<file path="src/rtl/constants.v">
// Shared memory-subsystem constants: width defaults, read watchdog default
// and the arbiter FSM state encodings.
`ifndef MEM_ARB_CONSTANTS_V
`define MEM_ARB_CONSTANTS_V

`define DEFAULT_MADDR_WIDTH 16
`define DEFAULT_MDATA_WIDTH 16
`define DEFAULT_MEM_TIMEOUT 1024

`define MEM_ARB_ST_IDLE      2'd0
`define MEM_ARB_ST_ISSUE     2'd1
`define MEM_ARB_ST_WAIT_DATA 2'd2

`endif

</file>
<file path="src/rtl/mem_arbiter_pkg.sv">
// Types and helpers shared by the two-port memory arbiter and its bench.
// State encodings come from constants.v so other blocks decode them identically.
`include "constants.v"

package mem_arbiter_pkg;

    localparam int NUM_REQ = 2;

    typedef enum logic [1:0] {
        ST_IDLE      = `MEM_ARB_ST_IDLE,
        ST_ISSUE     = `MEM_ARB_ST_ISSUE,
        ST_WAIT_DATA = `MEM_ARB_ST_WAIT_DATA
    } state_t;

    function automatic logic [NUM_REQ-1:0] id_onehot(input logic id);
        return id ? 2'b10 : 2'b01;
    endfunction

endpackage

</file>
<file path="src/rtl/mem_arbiter_rr_select.sv">
// Two-way round-robin winner selection: on contention the requester that
// did not win last time is picked; a lone requester always wins.
module rr_select (
    input  logic [1:0] req_valid,
    input  logic       last_grant,
    output logic       grant_id,
    output logic       any_valid
);

    always_comb begin
        any_valid = |req_valid;
        grant_id  = 1'b0;
        if (&req_valid) begin
            grant_id = ~last_grant;
        end else if (req_valid[1]) begin
            grant_id = 1'b1;
        end
    end

endmodule

</file>
<file path="src/rtl/mem_arbiter.sv">
// Arbitrates EdgeCache (id 0) and node table (id 1) onto one memory port,
// one transaction at a time. Optional read watchdog: define MEM_ARB_TIMEOUT_EN.
`include "constants.v"

module mem_arbiter
    import mem_arbiter_pkg::*;
#(
    parameter int MADDR_WIDTH    = `DEFAULT_MADDR_WIDTH,
    parameter int MDATA_WIDTH    = `DEFAULT_MDATA_WIDTH,
    parameter int TIMEOUT_CYCLES = `DEFAULT_MEM_TIMEOUT
) (
    input  logic                     clock,
    input  logic                     reset_n,
    input  logic [1:0]               req_valid,
    input  logic [1:0]               req_write,
    input  logic [2*MADDR_WIDTH-1:0] req_addr,
    input  logic [2*MDATA_WIDTH-1:0] req_wdata,
    output logic [1:0]               req_ack,
    output logic [1:0]               rsp_valid,
    output logic [MDATA_WIDTH-1:0]   rsp_data,
    output logic [MADDR_WIDTH-1:0]   mem_addr,
    output logic [MDATA_WIDTH-1:0]   mem_wdata,
    output logic                     mem_read,
    output logic                     mem_write,
    input  logic                     mem_wait_request,
    input  logic [MDATA_WIDTH-1:0]   mem_data,
    input  logic                     mem_read_ready,
    output logic                     busy,
    output logic                     timeout_error,
    output state_t                   dbg_state
);

    if (TIMEOUT_CYCLES < 1) begin : g_bad_timeout
        $error("mem_arbiter: TIMEOUT_CYCLES must be at least 1");
    end

    // Handshakes: a request is taken in IDLE (never in a rsp_valid cycle) and
    // confirmed by a one-cycle req_ack in the first ISSUE cycle; the memory
    // accepts when mem_wait_request is low at a rising edge with a strobe high;
    // read data is taken only in WAIT_DATA on mem_read_ready; completion is a
    // one-cycle rsp_valid[id] pulse.
    state_t                 r_state;
    state_t                 w_next_state;
    logic                   r_last_grant;
    logic                   r_id;
    logic                   r_write;
    logic [MADDR_WIDTH-1:0] r_addr;
    logic [MDATA_WIDTH-1:0] r_wdata;
    logic [1:0]             r_req_ack;
    logic [1:0]             r_rsp_valid;
    logic [MDATA_WIDTH-1:0] r_rsp_data;

    logic                   w_grant_id;
    logic                   w_any_valid;
    logic                   w_latch;
    logic                   w_accept;
    logic                   w_rd_done;
    logic                   w_timeout;
    logic                   w_sel_write;
    logic [MADDR_WIDTH-1:0] w_sel_addr;
    logic [MDATA_WIDTH-1:0] w_sel_wdata;

    rr_select u_rr_select (
        .req_valid  (req_valid),
        .last_grant (r_last_grant),
        .grant_id   (w_grant_id),
        .any_valid  (w_any_valid)
    );

    always_comb begin
        w_sel_write = w_grant_id ? req_write[1] : req_write[0];
        w_sel_addr  = w_grant_id ? req_addr[2*MADDR_WIDTH-1:MADDR_WIDTH]
                                 : req_addr[MADDR_WIDTH-1:0];
        w_sel_wdata = w_grant_id ? req_wdata[2*MDATA_WIDTH-1:MDATA_WIDTH]
                                 : req_wdata[MDATA_WIDTH-1:0];
    end

    // The rsp_valid term forces one idle cycle between transactions.
    assign w_latch   = (r_state == ST_IDLE) && w_any_valid && (r_rsp_valid == 2'b00);
    assign w_accept  = (r_state == ST_ISSUE) && !mem_wait_request;
    assign w_rd_done = (r_state == ST_WAIT_DATA) && mem_read_ready;

`ifdef MEM_ARB_TIMEOUT_EN
    localparam int CNT_W = $clog2(TIMEOUT_CYCLES + 1);

    logic [CNT_W-1:0] r_wait_cnt;
    logic             r_timeout_error;

    assign w_timeout = (r_state == ST_WAIT_DATA) && !mem_read_ready &&
                       (r_wait_cnt == CNT_W'(TIMEOUT_CYCLES - 1));

    always_ff @(posedge clock or negedge reset_n) begin
        if (!reset_n) begin
            r_wait_cnt      <= '0;
            r_timeout_error <= 1'b0;
        end else begin
            if (r_state != ST_WAIT_DATA) begin
                r_wait_cnt <= '0;
            end else if (!mem_read_ready) begin
                r_wait_cnt <= r_wait_cnt + 1'b1;
            end
            if (w_timeout) begin
                r_timeout_error <= 1'b1;
            end
        end
    end

    assign timeout_error = r_timeout_error;
`else
    assign w_timeout     = 1'b0;
    assign timeout_error = 1'b0;
`endif

    always_ff @(posedge clock or negedge reset_n) begin
        if (!reset_n) begin
            r_state <= ST_IDLE;
        end else begin
            r_state <= w_next_state;
        end
    end

    always_comb begin
        w_next_state = r_state;
        case (r_state)
            ST_IDLE: begin
                if (w_latch) begin
                    w_next_state = ST_ISSUE;
                end
            end
            ST_ISSUE: begin
                if (w_accept) begin
                    w_next_state = r_write ? ST_IDLE : ST_WAIT_DATA;
                end
            end
            ST_WAIT_DATA: begin
                if (w_rd_done || w_timeout) begin
                    w_next_state = ST_IDLE;
                end
            end
            default: w_next_state = ST_IDLE;
        endcase
    end

    always_ff @(posedge clock or negedge reset_n) begin
        if (!reset_n) begin
            r_last_grant <= 1'b1;
            r_id         <= 1'b0;
            r_write      <= 1'b0;
            r_addr       <= '0;
            r_wdata      <= '0;
            r_req_ack    <= '0;
            r_rsp_valid  <= '0;
            r_rsp_data   <= '0;
        end else begin
            r_req_ack   <= '0;
            r_rsp_valid <= '0;
            if (w_latch) begin
                r_id         <= w_grant_id;
                r_last_grant <= w_grant_id;
                r_write      <= w_sel_write;
                r_addr       <= w_sel_addr;
                r_wdata      <= w_sel_wdata;
                r_req_ack    <= id_onehot(w_grant_id);
            end
            if (w_accept && r_write) begin
                r_rsp_valid <= id_onehot(r_id);
            end
            if (w_rd_done) begin
                r_rsp_data  <= mem_data;
                r_rsp_valid <= id_onehot(r_id);
            end
            // A watchdog expiry completes the read with an all-ones poison word.
            if (w_timeout) begin
                r_rsp_data  <= '1;
                r_rsp_valid <= id_onehot(r_id);
            end
        end
    end

    assign req_ack   = r_req_ack;
    assign rsp_valid = r_rsp_valid;
    assign rsp_data  = r_rsp_data;
    assign mem_addr  = r_addr;
    assign mem_wdata = r_wdata;
    assign mem_read  = (r_state == ST_ISSUE) && !r_write;
    assign mem_write = (r_state == ST_ISSUE) && r_write;
    assign busy      = (r_state != ST_IDLE);
    assign dbg_state = r_state;

endmodule

</file>
<file path="config.mk">
export PLATFORM = sky130hd
export DESIGN_NAME = mem_arbiter
export DESIGN_NICKNAME = d
export VERILOG_FILES = /design/src/rtl/mem_arbiter_pkg.sv /design/src/rtl/mem_arbiter_rr_select.sv /design/src/rtl/mem_arbiter.sv
export VERILOG_INCLUDE_DIRS = /design/src /design/src/rtl
export SDC_FILE = /design/constraint.sdc
export NUM_CORES = 1
export LEC_CHECK = 0
export ABC_AREA = 1
export CORE_MARGIN = 1
export CORE_UTILIZATION = 43
export DETAILED_ROUTE_END_ITERATION = 10
export GPL_TIMING_DRIVEN = 0
export PLACE_DENSITY = 0.85
export SLEW_MARGIN = 0
export SYNTH_ARGS = -nofsm -noshare
export SYNTH_HDL_FRONTEND = slang
export SYNTH_SLANG_ARGS = --single-unit
</file>
<file path="constraint.sdc">
create_clock -name clock -period 4.05 [get_ports clock]
set_clock_uncertainty 0.1 [all_clocks]
set_input_delay 0.6075 -clock clock [delete_from_list [all_inputs] [get_ports clock]]
set_output_delay 0.6075 -clock clock [all_outputs]
set_load 0.01 [all_outputs]
</file>
# == Word level (Yosys, flattened, before mapping) ==
# Index checks and enable logic that the tools add are counted.
# word_totals
regBits,57
inputBits,88
wordCells,45
# op_classes
eq_ne,5
mux,15
bitwise,1
reduce_logical,15
# ops
op,n
$mux W16,2
$mux W2,9
$logic_and A1 B1 Y1,7
$ne A2 B2 Y1 const B,3
$pmux W2 S3,1
$logic_not A2 Y1,2
$mux W1,3
$reduce_and A3 Y1,1
$eq A2 B1 Y1 const B,1
$eq A2 B2 Y1 const B,1
$logic_not A1 Y1,2
$reduce_and A2 Y1,1
$reduce_bool A2 Y1,1
$reduce_or A2 Y1,1
$not A1 Y1,1

# == Depth between registers and ports, before layout ==
# Gate-level depths: netlist (run 1).
# logic_depth
word_depth,5
ltp_mapped,8

# == By module ==
# A second synthesis (run 1) with hierarchy kept.
# hier_totals
hier_cells,295
hier_area_um2,2776.4
# modules_own_cells
mod,n_inst,cells_each,area_per_inst_um2
mem_arbiter,1,292,2761.4
rr_select,1,3,15.0

# == Worst setup path after synthesis (run 1) ==
# Ideal clock, no wire load.
# synth_path
path_kind,reg2out
from,"register r_state[0], in the netlist dbg_state[0]"
to,output port mem_read
arrival_ns,0.858
required_ns,3.342
path_slack_ns,2.484
stages_incl_launch_ff,5
path_cell_list,dfrtp_1 -> inv_1 -> nor2_1 -> inv_1 -> nor2_1
# synth_between
elab_chain_cells,2
# synth_rtl
element,line,rtl
start: declaration,mem_arbiter.sv:42,state_t r_state;
start signal: assignment,mem_arbiter.sv:118,r_state <= w_next_state;
$eq A2 B1 Y1,mem_arbiter.sv:185,assign mem_read = (r_state == ST_ISSUE) && !r_write;
$logic_and A1 B1 Y1,mem_arbiter.sv:185,
end: declaration,mem_arbiter.sv:23,"output logic mem_read,"
# Every way passes these cells.

# == Worst setup path in the final report (run 1) ==
# Same ends and word-level chain as after synthesis.

==> impl_metrics.ini, run 1 <==
[run_status]
outcome = completed

[global_routing]
grt_first_pass_wirelength_um = 12160
grt_antenna_before_repair = 0
maximum_number_of_pins_on_one_net_before_global_route_repair = 30
first_global_vias = 2642
gr-usage-all-layers_pct = 24.43
grt_overflow_total = 0

[drt]
route.detailed.drc = 0
vias_per_cell = 4.769
drt_pre_antenna_iters = 4
detail_route.wirelength_um = 7962
ant_nets = 0
via_count = 2828
detail_route.iter0.violations = 155
drt-wirelength-per-cell_um = 13.43

[cells_and_area]
multi_input_area_sq_um = 1101
antenna_cells_inserted = 0
area.sequential_sq_um = 1428
final_net_count = 601
fillerInstances = 471
share_of_layout_cells_above_drive_strength_1_pct = 9.073
area.growth.synth_to_final_pct = 62.10

[synthesis]
synth_area_per_cell_sq_um = 7.738
synth.top_cells.by_count = sky130_fd_sc_hd__nand2_1 (184), sky130_fd_sc_hd__dfrtp_1 (56), sky130_fd_sc_hd__nand3_1 (36), sky130_fd_sc_hd__inv_1 (23), sky130_fd_sc_hd__o21ai_0 (18)
synth_flop_cell = sky130_fd_sc_hd__dfrtp_1
sequential_area_share_after_synthesis_pct = 51.54
synth-async-reset-ratio_pct = 100.0
yosysTopAreaCellShare_pct = 50.59
synth.ff_latch_count = 57
synthesized_cell_area_sq_um = 2770
synth.top_cells.by_area = sky130_fd_sc_hd__dfrtp_1 (51%), sky130_fd_sc_hd__nand2_1 (25%), sky130_fd_sc_hd__nand3_1 (6.5%)
synth_enable_flop_cells = 0
post-synth-top-count-cell = sky130_fd_sc_hd__nand2_1
synth_largest_area_cell = sky130_fd_sc_hd__dfrtp_1
syn-num-nets = 446
post_synth_inst_count = 358
synthDistinctLibCells = 23
ys.warnings.count = 0

[power]
combinationalPowerShare_pct = 50.8
part_of_the_total_power_dissipated_in_the_clock_network_pct = 16.1
cellPowerDensity_nw_per_um2 = 665.2
p_seq_share_pct = 33.0
switching_share_pct = 36.63
vdd_ir_drop_max_v = 0.0004767
netSwitchingPower_mw = 1.094
leakage_nw = 2.291
cellInternalPower_mw = 1.893

[clocking]
clock_latency_ns = 0.32
cts.sinks = 57
clock_tree.buffer_depth = 2
cts_hold_buffers = 0
cts_tree = built
clkTransAtPathRegs_ns = 0.06
cts_max_level = 3
root_buffer = sky130_fd_sc_hd__clkbuf_8
cts.repair_timing.setup_buffer_count = 0
postCtsResizedCells = 0
tritoncts.num_buffers = 9

[timing]
post-route-min-period_ns = 2.378
hold-worst-slack_ns = 0.2188
report.final.setup_viol = 0
tightestPinTransition_ns = 0.6748
fin_crit_sh_pct = 58.72
timing.final.max_slew_violations = 0
fmax_mhz = 420.5
finalHoldViolCount = 0
fin_tns_setup_ns = 0
maxSlewHeadroom_pct = 55.01
rsz0062_at_grt = no

[die]
fp-row-count = 28
dieWidth_um = 82.27
ioPinCount = 146
core_area_sq_um = 6061
initial_core_util_pct = 45.71
design.die.area_sq_um = 6768
floorplan.die.height_um = 82.27

[placed_design]
port_buffers = 143
place.detailed.hpwl_um = 5954
gp_congestion = 0.7550

[setup_path]
critical_path_required_ns = 3.34
timing.critical_path.slowest_cell_delay_ns = 0.54
worst-endpoint-arrival_ns = 1.67
crit_path_cell_trace = inv_1, nor2_1, inv_1, nor2_1, clkdlybuf4s50_1
cpLargestDelayFamily = buffers and inverters
crit_fanout = 3
cp-startpoint = dbg_state[0]$_DFFE_PN0P_
setup.worst_path.class = reg -> out
critical_path.slowest_cell = sky130_fd_sc_hd__clkdlybuf4s50_1
crit_path_end_kind = primary output
worstReg2RegStart = r_last_grant$_DFFE_PN1P_
startpoint_type_of_the_worst_setup_path = flop
critPathBufInv = 3

[job]
timing.max_cap.violations = 0

[hold_path]
holdCritPathClass = in -> async
-- through the flow --
step	power [mW]	setup WS, ns	area (sq um)	util, %	cells
2_1_floorplan	1.727	2.484	2770	-	358
3_3_place_gp	2.471	0.5582	4295	70.87	576
3_5_place_dp	2.519	1.951	4310	71.12	577
4_1_cts	3.019	1.644	4491	74.09	593
5_1_grt	3.210	1.528	4491	74.09	593
6_report	2.987	1.672	4491	74.09	593
-- logic make-up after synthesis --
logic type,after synthesis,synth area share (%)
compound gates,20,3.704
buf+inv,45,8.717
other cells,1,0.1354
flops,57,51.54
simple gates,235,35.91
-- cell usage in the layout (no fill, tap or decap) --
master / synthesis / layout
sky130_fd_sc_hd__buf_8: 2 / 2
sky130_fd_sc_hd__nor2_2: 1 / 1
sky130_fd_sc_hd__clkdlybuf4s50_1: 0 / 142
sky130_fd_sc_hd__nor2_8: 1 / 1
sky130_fd_sc_hd__dfstp_2: 1 / 1
sky130_fd_sc_hd__nand2_1: 184 / 184
sky130_fd_sc_hd__inv_1: 23 / 23
sky130_fd_sc_hd__nand3_1: 36 / 36
sky130_fd_sc_hd__buf_12: 1 / 2
sky130_fd_sc_hd__clkbuf_1: 1 / 5
sky130_fd_sc_hd__clkbuf_8: 1 / 13
sky130_fd_sc_hd__nand3_4: 1 / 1
sky130_fd_sc_hd__buf_4: 2 / 2
sky130_fd_sc_hd__a21boi_0: 1 / 1
sky130_fd_sc_hd__conb_1: 1 / 1
sky130_fd_sc_hd__nand2_4: 2 / 2
sky130_fd_sc_hd__buf_2: 13 / 14
sky130_fd_sc_hd__inv_2: 2 / 2
sky130_fd_sc_hd__nor2_1: 4 / 4
sky130_fd_sc_hd__nand2_2: 5 / 5
sky130_fd_sc_hd__nor2_4: 1 / 1
sky130_fd_sc_hd__dfrtp_1: 56 / 56
sky130_fd_sc_hd__o21ai_0: 18 / 18
sky130_fd_sc_hd__a21oi_1: 1 / 1
-- sequential cells by signal, summed over array words and instances (netlist names) --
signal and count:
req_ack 2, r_last_grant 1, mem_addr 16, r_id 1, mem_wdata 16, r_write 1, rsp_valid 2, dbg_state 2
rsp_data 16
-- metal layers --
metal	wire [um]	vias to the layer above	GRT usage [%]
li1	-	1406	-
met1	3293	1286	28.91
met2	3689	124	40.50
met3	826	12	7.363
met4	153	0	11.58
met5	0	-	0
-- worst register-to-register path: stages (launching register included) --
cell and delay [ns]:
sky130_fd_sc_hd__dfstp_2 0.54, sky130_fd_sc_hd__nand2_2 0.11, sky130_fd_sc_hd__nand2_2 0.15, sky130_fd_sc_hd__buf_2 0.26, sky130_fd_sc_hd__inv_1 0.09, sky130_fd_sc_hd__nand2_1 0.12
sky130_fd_sc_hd__nand2_1 0.06
-- path summary, 6_finish.rpt --
check,end,slack [ns],cells after the start
setup / recovery,mem_read,1.67,5
hold / removal,mem_addr[15]$_DFFE_PN0P_,0.22,1
setup reg to reg,r_id$_DFFE_PN0P_,2.51,6
hold reg to reg,rsp_valid[0]$_DFF_PN0_,0.37,1
max in group asynchronous,rsp_data[9]$_DFFE_PN0P_,3.04,2
min in group clock,rsp_valid[0]$_DFF_PN0_,0.37,1
-- power by group through the flow --
stage	registers (mW)	clock network (mW)	logic [mW]
2_1_floorplan	1.09	0	0.636
3_3_place_gp	0.979	0	1.49
3_5_place_dp	0.990	0	1.53
4_1_cts	0.986	0.496	1.54
5_1_grt	1.02	0.523	1.67
6_report	0.986	0.482	1.52
-- layout make-up --
type	count	area share, %
repair buffers	144	32.21
clock buffers	16	4.012
multi-input cells	256	24.52
flip-flops and latches	57	31.79
inverters	25	2.090
plain buffers	20	3.288
well taps	75	2.090
Power figures use the tool's default switching activity.
==> inputs of run 2 (changes only) <==
--- a/config.mk
+++ b/config.mk
@@ -8,10 +8,10 @@
 export LEC_CHECK = 0
 export ABC_AREA = 1
 export CORE_MARGIN = 1
-export CORE_UTILIZATION = 43
+export CORE_UTILIZATION = 36
 export DETAILED_ROUTE_END_ITERATION = 10
 export GPL_TIMING_DRIVEN = 0
-export PLACE_DENSITY = 0.85
+export PLACE_DENSITY = 0.75
 export SLEW_MARGIN = 0
 export SYNTH_ARGS = -nofsm -noshare
 export SYNTH_HDL_FRONTEND = slang
==> constraint.sdc (replaced) <==
create_clock -name clock -period 2.12 [get_ports clock]
set_clock_uncertainty 0.1 [all_clocks]
set_input_delay 0.318 -clock clock [delete_from_list [all_inputs] [get_ports clock]]
set_output_delay 0.318 -clock clock [all_outputs]
set_load 0.01 [all_outputs]
==> run 2 against run 1 <==
Compared with the run above: critical path depth fell by 1; die area rose by 19%; design area rose by 1.5%; combinational power is 90% higher; via count down 0.50%; worst setup slack worse by 1.3 ns; total power grew 92%; clock-buffer cell count shrank 3; final cell count rose by 4.4%; critical path type unchanged.
==> impl_metrics.ini, run 2 (synthesized netlist as in run 1, its figures left out) <==
[power]
vdd_ir_drop_max_v = 0.0006727
cellPowerDensity_nw_per_um2 = 1260
leakage_nw = 2.346

[job]
timing.max_cap.violations = 0

[timing]
rsz0062_at_grt = no
fmax_mhz = 571.7
hold-worst-slack_ns = 0.3051
fin_crit_sh_pct = 82.50
report.final.setup_viol = 0
finalHoldViolCount = 0
timing.final.max_slew_violations = 0
maxSlewHeadroom_pct = 58.05
final_worst_path_setup_slack_ns = 0.3710
tightestPinTransition_ns = 0.6293
post-route-min-period_ns = 1.749

[drt]
route.detailed.drc = 0
detail_route.iter0.violations = 97
vias_per_cell = 4.546
detail_route.wirelength_um = 7712
drt_pre_antenna_iters = 4
drt-wirelength-per-cell_um = 12.46
via_count = 2814
ant_nets = 0

[placed_design]
place.detailed.hpwl_um = 5693
dp_slack_ns = 0.2987
port_buffers = 143
gp_congestion = 0.7476

[clocking]
clock_tree.buffer_depth = 2
clock_latency_ns = 0.31
tritoncts.num_buffers = 9
cts_max_level = 3
root_buffer = sky130_fd_sc_hd__clkbuf_8
cts_tree = built
cts.sinks = 57
clkTransAtPathRegs_ns = 0.06

[die]
ioPinCount = 146
dieWidth_um = 89.72
fp-row-count = 31
core_area_sq_um = 7331
floorplan.die.height_um = 89.72
design.die.area_sq_um = 8050
initial_core_util_pct = 37.79

[setup_path]
cp-startpoint = dbg_state[0]$_DFFE_PN0P_
crit_fanout = 3
startpoint_type_of_the_worst_setup_path = flop
setup.worst_path.class = reg -> out
crit_path_end_kind = primary output
ff2ff_path_depth = 6
critPathCapture = busy
rr_endpoint = r_id$_DFFE_PN0P_
critical_path_required_ns = 1.70
setup.reg_to_reg.worst_slack_ns = 0.60
worst-endpoint-arrival_ns = 1.33
worstReg2RegStart = r_last_grant$_DFFE_PN1P_

[global_routing]
first_global_vias = 2794
maximum_number_of_pins_on_one_net_before_global_route_repair = 33
grt_antenna_before_repair = 0
grt_overflow_total = 0
grt_first_pass_wirelength_um = 13030
gr-usage-all-layers_pct = 20.06

[hold_path]
holdCritPathClass = in -> reg

[cells_and_area]
final_net_count = 603
post-route-util_pct = 62.16
share_of_layout_cells_above_drive_strength_1_pct = 9.615
antenna_cells_inserted = 0
fillerInstances = 646
layout.cells.most_common = sky130_fd_sc_hd__nand2_1
most_frequent_cells_in_the_layout = sky130_fd_sc_hd__nand2_1 (184), sky130_fd_sc_hd__clkdlybuf4s50_1 (139), sky130_fd_sc_hd__dfrtp_1 (56), sky130_fd_sc_hd__nand3_1 (36), sky130_fd_sc_hd__inv_1 (23)
area.growth.synth_to_final_pct = 64.50

[run_status]
outcome = completed
run 2: cell type report:
class / count / area [sq um] / area share [%]
buffer: 20 / 147.6 / 3.240
clock buffer: 13 / 148.9 / 3.267
clock inverter: 3 / 40.04 / 0.8786
inverter: 25 / 93.84 / 2.059
multi-input combinational: 256 / 1104 / 24.22
sequential: 57 / 1428 / 31.33
tap: 99 / 123.9 / 2.718
timing repair buffer: 146 / 1471 / 32.29
run 2: stage by stage:
step	cell area, sq um	instances	total power, mW	TNS, ns
5_1_grt	4557	619	6.165	0
2_1_floorplan	2770	358	3.300	0
4_1_cts	4539	618	5.805	0
3_5_place_dp	4340	601	4.789	0
6_report	4557	619	5.741	0
3_3_place_gp	4325	600	4.731	-63.57
run 2: where the power goes:
| group | internal (mW) | leakage, nW | total (mW) | switching, mW |
|---|---|---|---|---|
| Combinational | 1.51 | 1.53 | 2.89 | 1.38 |
| Sequential | 1.59 | 0.716 | 1.88 | 0.283 |
| Clock | 0.573 | 0.0974 | 0.979 | 0.407 |
run 2: worst min-delay path by stage:
stage                                 from                       end  slack, ns  depth (start not counted)
after detailed placement           reset_n   mem_addr[0]$_DFFE_PN0P_       0.27                          1
after global placement    r_id$_DFFE_PN0P_    rsp_valid[0]$_DFF_PN0_       0.36                          1
after global routing          req_valid[1]  mem_wdata[2]$_DFFE_PN0P_       0.31                          5
final                         req_valid[1]  mem_wdata[1]$_DFFE_PN0P_       0.31                          5
after floorplan                    reset_n  dbg_state[0]$_DFFE_PN0P_      -0.08                          0
after CTS                     req_valid[1]  mem_wdata[1]$_DFFE_PN0P_       0.29                          5
run 2: timing repair:
action	CTS	global route
gates resized for setup	0	4
hold endpoints to repair	25	0
hold buffers	1	0
endpoints found under the setup margin	0	2
buffers inserted	0	1
run 2: critical path, cell delays in order, from the launching register on:
cell                             delay (ns)
sky130_fd_sc_hd__dfrtp_1               0.40
sky130_fd_sc_hd__buf_4                 0.14
sky130_fd_sc_hd__nor2_2                0.18
sky130_fd_sc_hd__inv_2                 0.10
sky130_fd_sc_hd__dlymetal6s2s_1        0.19
run 2: metal layers:
metal  vias to the layer above  share of wire (%)  GRT usage [%]  routed length [um]
met4                         0                2.4          9.836                 184
li1                       1412                  -              -                   -
met5                         -                  0              0                   0
met2                        98                 48          32.76                3678
met1                      1290                 44          24.63                3364
met3                        14                6.3          5.161                 484
==> inputs of run 3 (changes only) <==
==> constraint.sdc (replaced) <==
create_clock -name clock -period 1.5 [get_ports clock]
set_clock_uncertainty 0.1 [all_clocks]
set_input_delay 0.225 -clock clock [delete_from_list [all_inputs] [get_ports clock]]
set_output_delay 0.225 -clock clock [all_outputs]
set_load 0.01 [all_outputs]
==> run 3 against run 2 <==
Compared with the run above: the run now ends with negative setup slack left; combinational power rose by 33%; total power up 37%; sequential cell count unchanged; critical endpoint is now mem_write.
==> impl_metrics.ini, run 3 (synthesized netlist as in run 1, its figures left out) <==
[job]
timing.max_cap.violations = 0

[cells_and_area]
area.growth.synth_to_final_pct = 64.54
layout.cells.most_common = sky130_fd_sc_hd__nand2_1
area.sequential_sq_um = 1428
fillerInstances = 672
share_of_layout_cells_above_drive_strength_1_pct = 11.76
final_net_count = 610
antenna_cells_inserted = 0
non_filler_cells_final = 626
most_frequent_cells_in_the_layout = sky130_fd_sc_hd__nand2_1 (184), sky130_fd_sc_hd__clkdlybuf4s50_1 (85), sky130_fd_sc_hd__dfrtp_1 (56), sky130_fd_sc_hd__dlygate4sd2_1 (54), sky130_fd_sc_hd__nand3_1 (36)
multi_input_area_sq_um = 1119

[timing]
fin_crit_sh_pct = 105.1
timing.final.max_slew_violations = 0
tightestPinTransition_ns = 0.6216
rsz0062_at_grt = yes
post-route-min-period_ns = 1.577
final_worst_path_setup_slack_ns = -0.07661
finalHoldViolCount = 0
report.final.setup_viol = 3
maxSlewHeadroom_pct = 58.56
fmax_mhz = 634.3

[die]
ioPinCount = 146
dieWidth_um = 89.72
fp-row-count = 31
initial_core_util_pct = 37.79
core_area_sq_um = 7331
design.die.area_sq_um = 8050
floorplan.die.height_um = 89.72

[placed_design]
gp_congestion = 0.7476
dp_slack_ns = -0.2283
place.detailed.hpwl_um = 5693
place.detailed.instances = 601
port_buffers = 143

[clocking]
clock_latency_ns = 0.32
tritoncts.num_buffers = 9
cts.sinks = 57
root_buffer = sky130_fd_sc_hd__clkbuf_8
clock_tree.buffer_depth = 2
cts_tree = built
clkTransAtPathRegs_ns = 0.06
cts_max_level = 3

[power]
cellInternalPower_mw = 4.881
cellPowerDensity_nw_per_um2 = 1723
part_of_the_total_power_dissipated_in_the_clock_network_pct = 17.8
leakage_nw = 2.504
switching_share_pct = 37.85
vdd_ir_drop_max_v = 0.001007
netSwitchingPower_mw = 2.972
p_seq_share_pct = 33.3
combinationalPowerShare_pct = 49.0

[setup_path]
setup.reg_to_reg.worst_slack_ns = 0.03
worst-endpoint-arrival_ns = 1.25
worstReg2RegStart = dbg_state[0]$_DFFE_PN0P_
crit_fanout = 3
critPathBufInv = 3
startpoint_type_of_the_worst_setup_path = flop
setup.worst_path.class = reg -> out
cpLargestDelayFamily = flip-flops
crit_path_end_kind = primary output
ff2ff_path_depth = 4
critical_path_required_ns = 1.17
timing.critical_path.slowest_cell_delay_ns = 0.41
crit_path_cell_trace = buf_4, nor2_4, inv_2, nor2_1, buf_2
rr_endpoint = rsp_data[9]$_DFFE_PN0P_
critical_path.slowest_cell = sky130_fd_sc_hd__dfrtp_1

[global_routing]
first_global_vias = 2787
grt_antenna_before_repair = 0
maximum_number_of_pins_on_one_net_before_global_route_repair = 33
grt_first_pass_wirelength_um = 13050
grt_overflow_total = 0
gr-usage-all-layers_pct = 20.10

[drt]
detailroute.wirelength.met2_um = 3697
route.detailed.drc = 0
detail_route.iter0.violations = 91
detail_route.wirelength_um = 7792
via_count = 2820
drt-wirelength-per-cell_um = 12.45
dr_wl_met3_um = 477
highest_routed_metal_layer = met4
drt_pre_antenna_iters = 4
routedLengthMet1_um = 3406
vias_per_cell = 4.505
ant_nets = 0

[hold_path]
worstHoldStart = req_valid[1]
whs_endpoint = mem_wdata[1]$_DFFE_PN0P_
min_path_cells = 5
holdCritPathClass = in -> reg

[run_status]
failed_checks = negative setup slack
outcome = finished with violations
run 3: cell count changes in the layout (fill, tap and decap cells not counted), moves of 2 or more:
cell and change:
sky130_fd_sc_hd__nor2_4 +2, sky130_fd_sc_hd__buf_2 -2, sky130_fd_sc_hd__dlygate4sd2_1 +54, sky130_fd_sc_hd__buf_4 +9
sky130_fd_sc_hd__buf_6 +2, sky130_fd_sc_hd__dlymetal6s2s_1 -3, sky130_fd_sc_hd__nor2_2 -2, sky130_fd_sc_hd__clkdlybuf4s50_1 -54
run 3: metal layers:
| layer | GRT usage (%) | vias to the layer above |
|---|---|---|
| met5 | 0 | - |
| met4 | 9.836 | 0 |
| met3 | 4.907 | 16 |
| met2 | 32.76 | 98 |
| met1 | 24.90 | 1282 |
| li1 | - | 1424 |
run 3: how the worst max path moves through the flow:
stage / from / endpoint / slack, ns / cells after the start
after global routing: dbg_state[1]$_DFFE_PN0P_ / mem_read / -0.13 / 5
after CTS: dbg_state[1]$_DFFE_PN0P_ / mem_write / -0.07 / 5
after floorplan: r_last_grant$_DFFE_PN1P_ / r_id$_DFFE_PN0P_ / 0.21 / 6
after detailed placement: req_valid[0] / r_id$_DFFE_PN0P_ / -0.23 / 7
final: dbg_state[1]$_DFFE_PN0P_ / mem_write / -0.08 / 5
after global placement: reset_n / rsp_data[13]$_DFFE_PN0P_ / -1.66 / 1
run 3: layout make-up:
| class | count | area share (%) |
|---|---|---|
| timing repair buffer | 153 | 31.59 |
| sequential | 57 | 31.32 |
| multi-input combinational | 256 | 24.54 |
| buffer | 20 | 3.568 |
| clock buffer | 13 | 3.267 |
| tap | 99 | 2.718 |
| inverter | 25 | 2.114 |
| clock inverter | 3 | 0.8784 |
run 3: stage by stage:
step | hold slack [ns] | power (mW) | setup TNS (ns) | util, % | cell area, sq um
final | 0.2141 | 7.853 | -0.1943 | 62.18 | 4558
after global routing | 0.2236 | 8.448 | -0.4095 | 62.18 | 4558
after CTS | 0.1989 | 7.810 | -0.1613 | 61.44 | 4504
after detailed placement | 0.1774 | 6.768 | -7.049 | 59.21 | 4340
after global placement | 0.3588 | 6.687 | -99.80 | 59.00 | 4325
after floorplan | -0.1706 | 4.664 | 0 | - | 2770
run 3: tightest hold or removal path: cells and delay by family:
family	cells	cell delay [ns]
and+or+nand+nor	4	0.22
buffers and inverters	1	0.15
run 3: repair_timing:
| item | 4_1_cts | 5_1_grt |
|---|---|---|
| pin swaps | 0 | 3 |
| endpoints found under the hold margin | 25 | 0 |
| setup endpoints to repair | 60 | 40 |
| setup buffers | 3 | 5 |
| gates resized for setup | 74 | 7 |
| hold buffers | 1 | 0 |
run 3: power by group through the flow:
stage          Combinational (mW)  Sequential (mW)  Clock (mW)
2_1_floorplan                1.72             2.95           0
3_3_place_gp                 4.04             2.65           0
3_5_place_dp                 4.11             2.66           0
4_1_cts                      3.76             2.62        1.43
5_1_grt                      4.26             2.70        1.49
6_report                     3.84             2.61        1.39
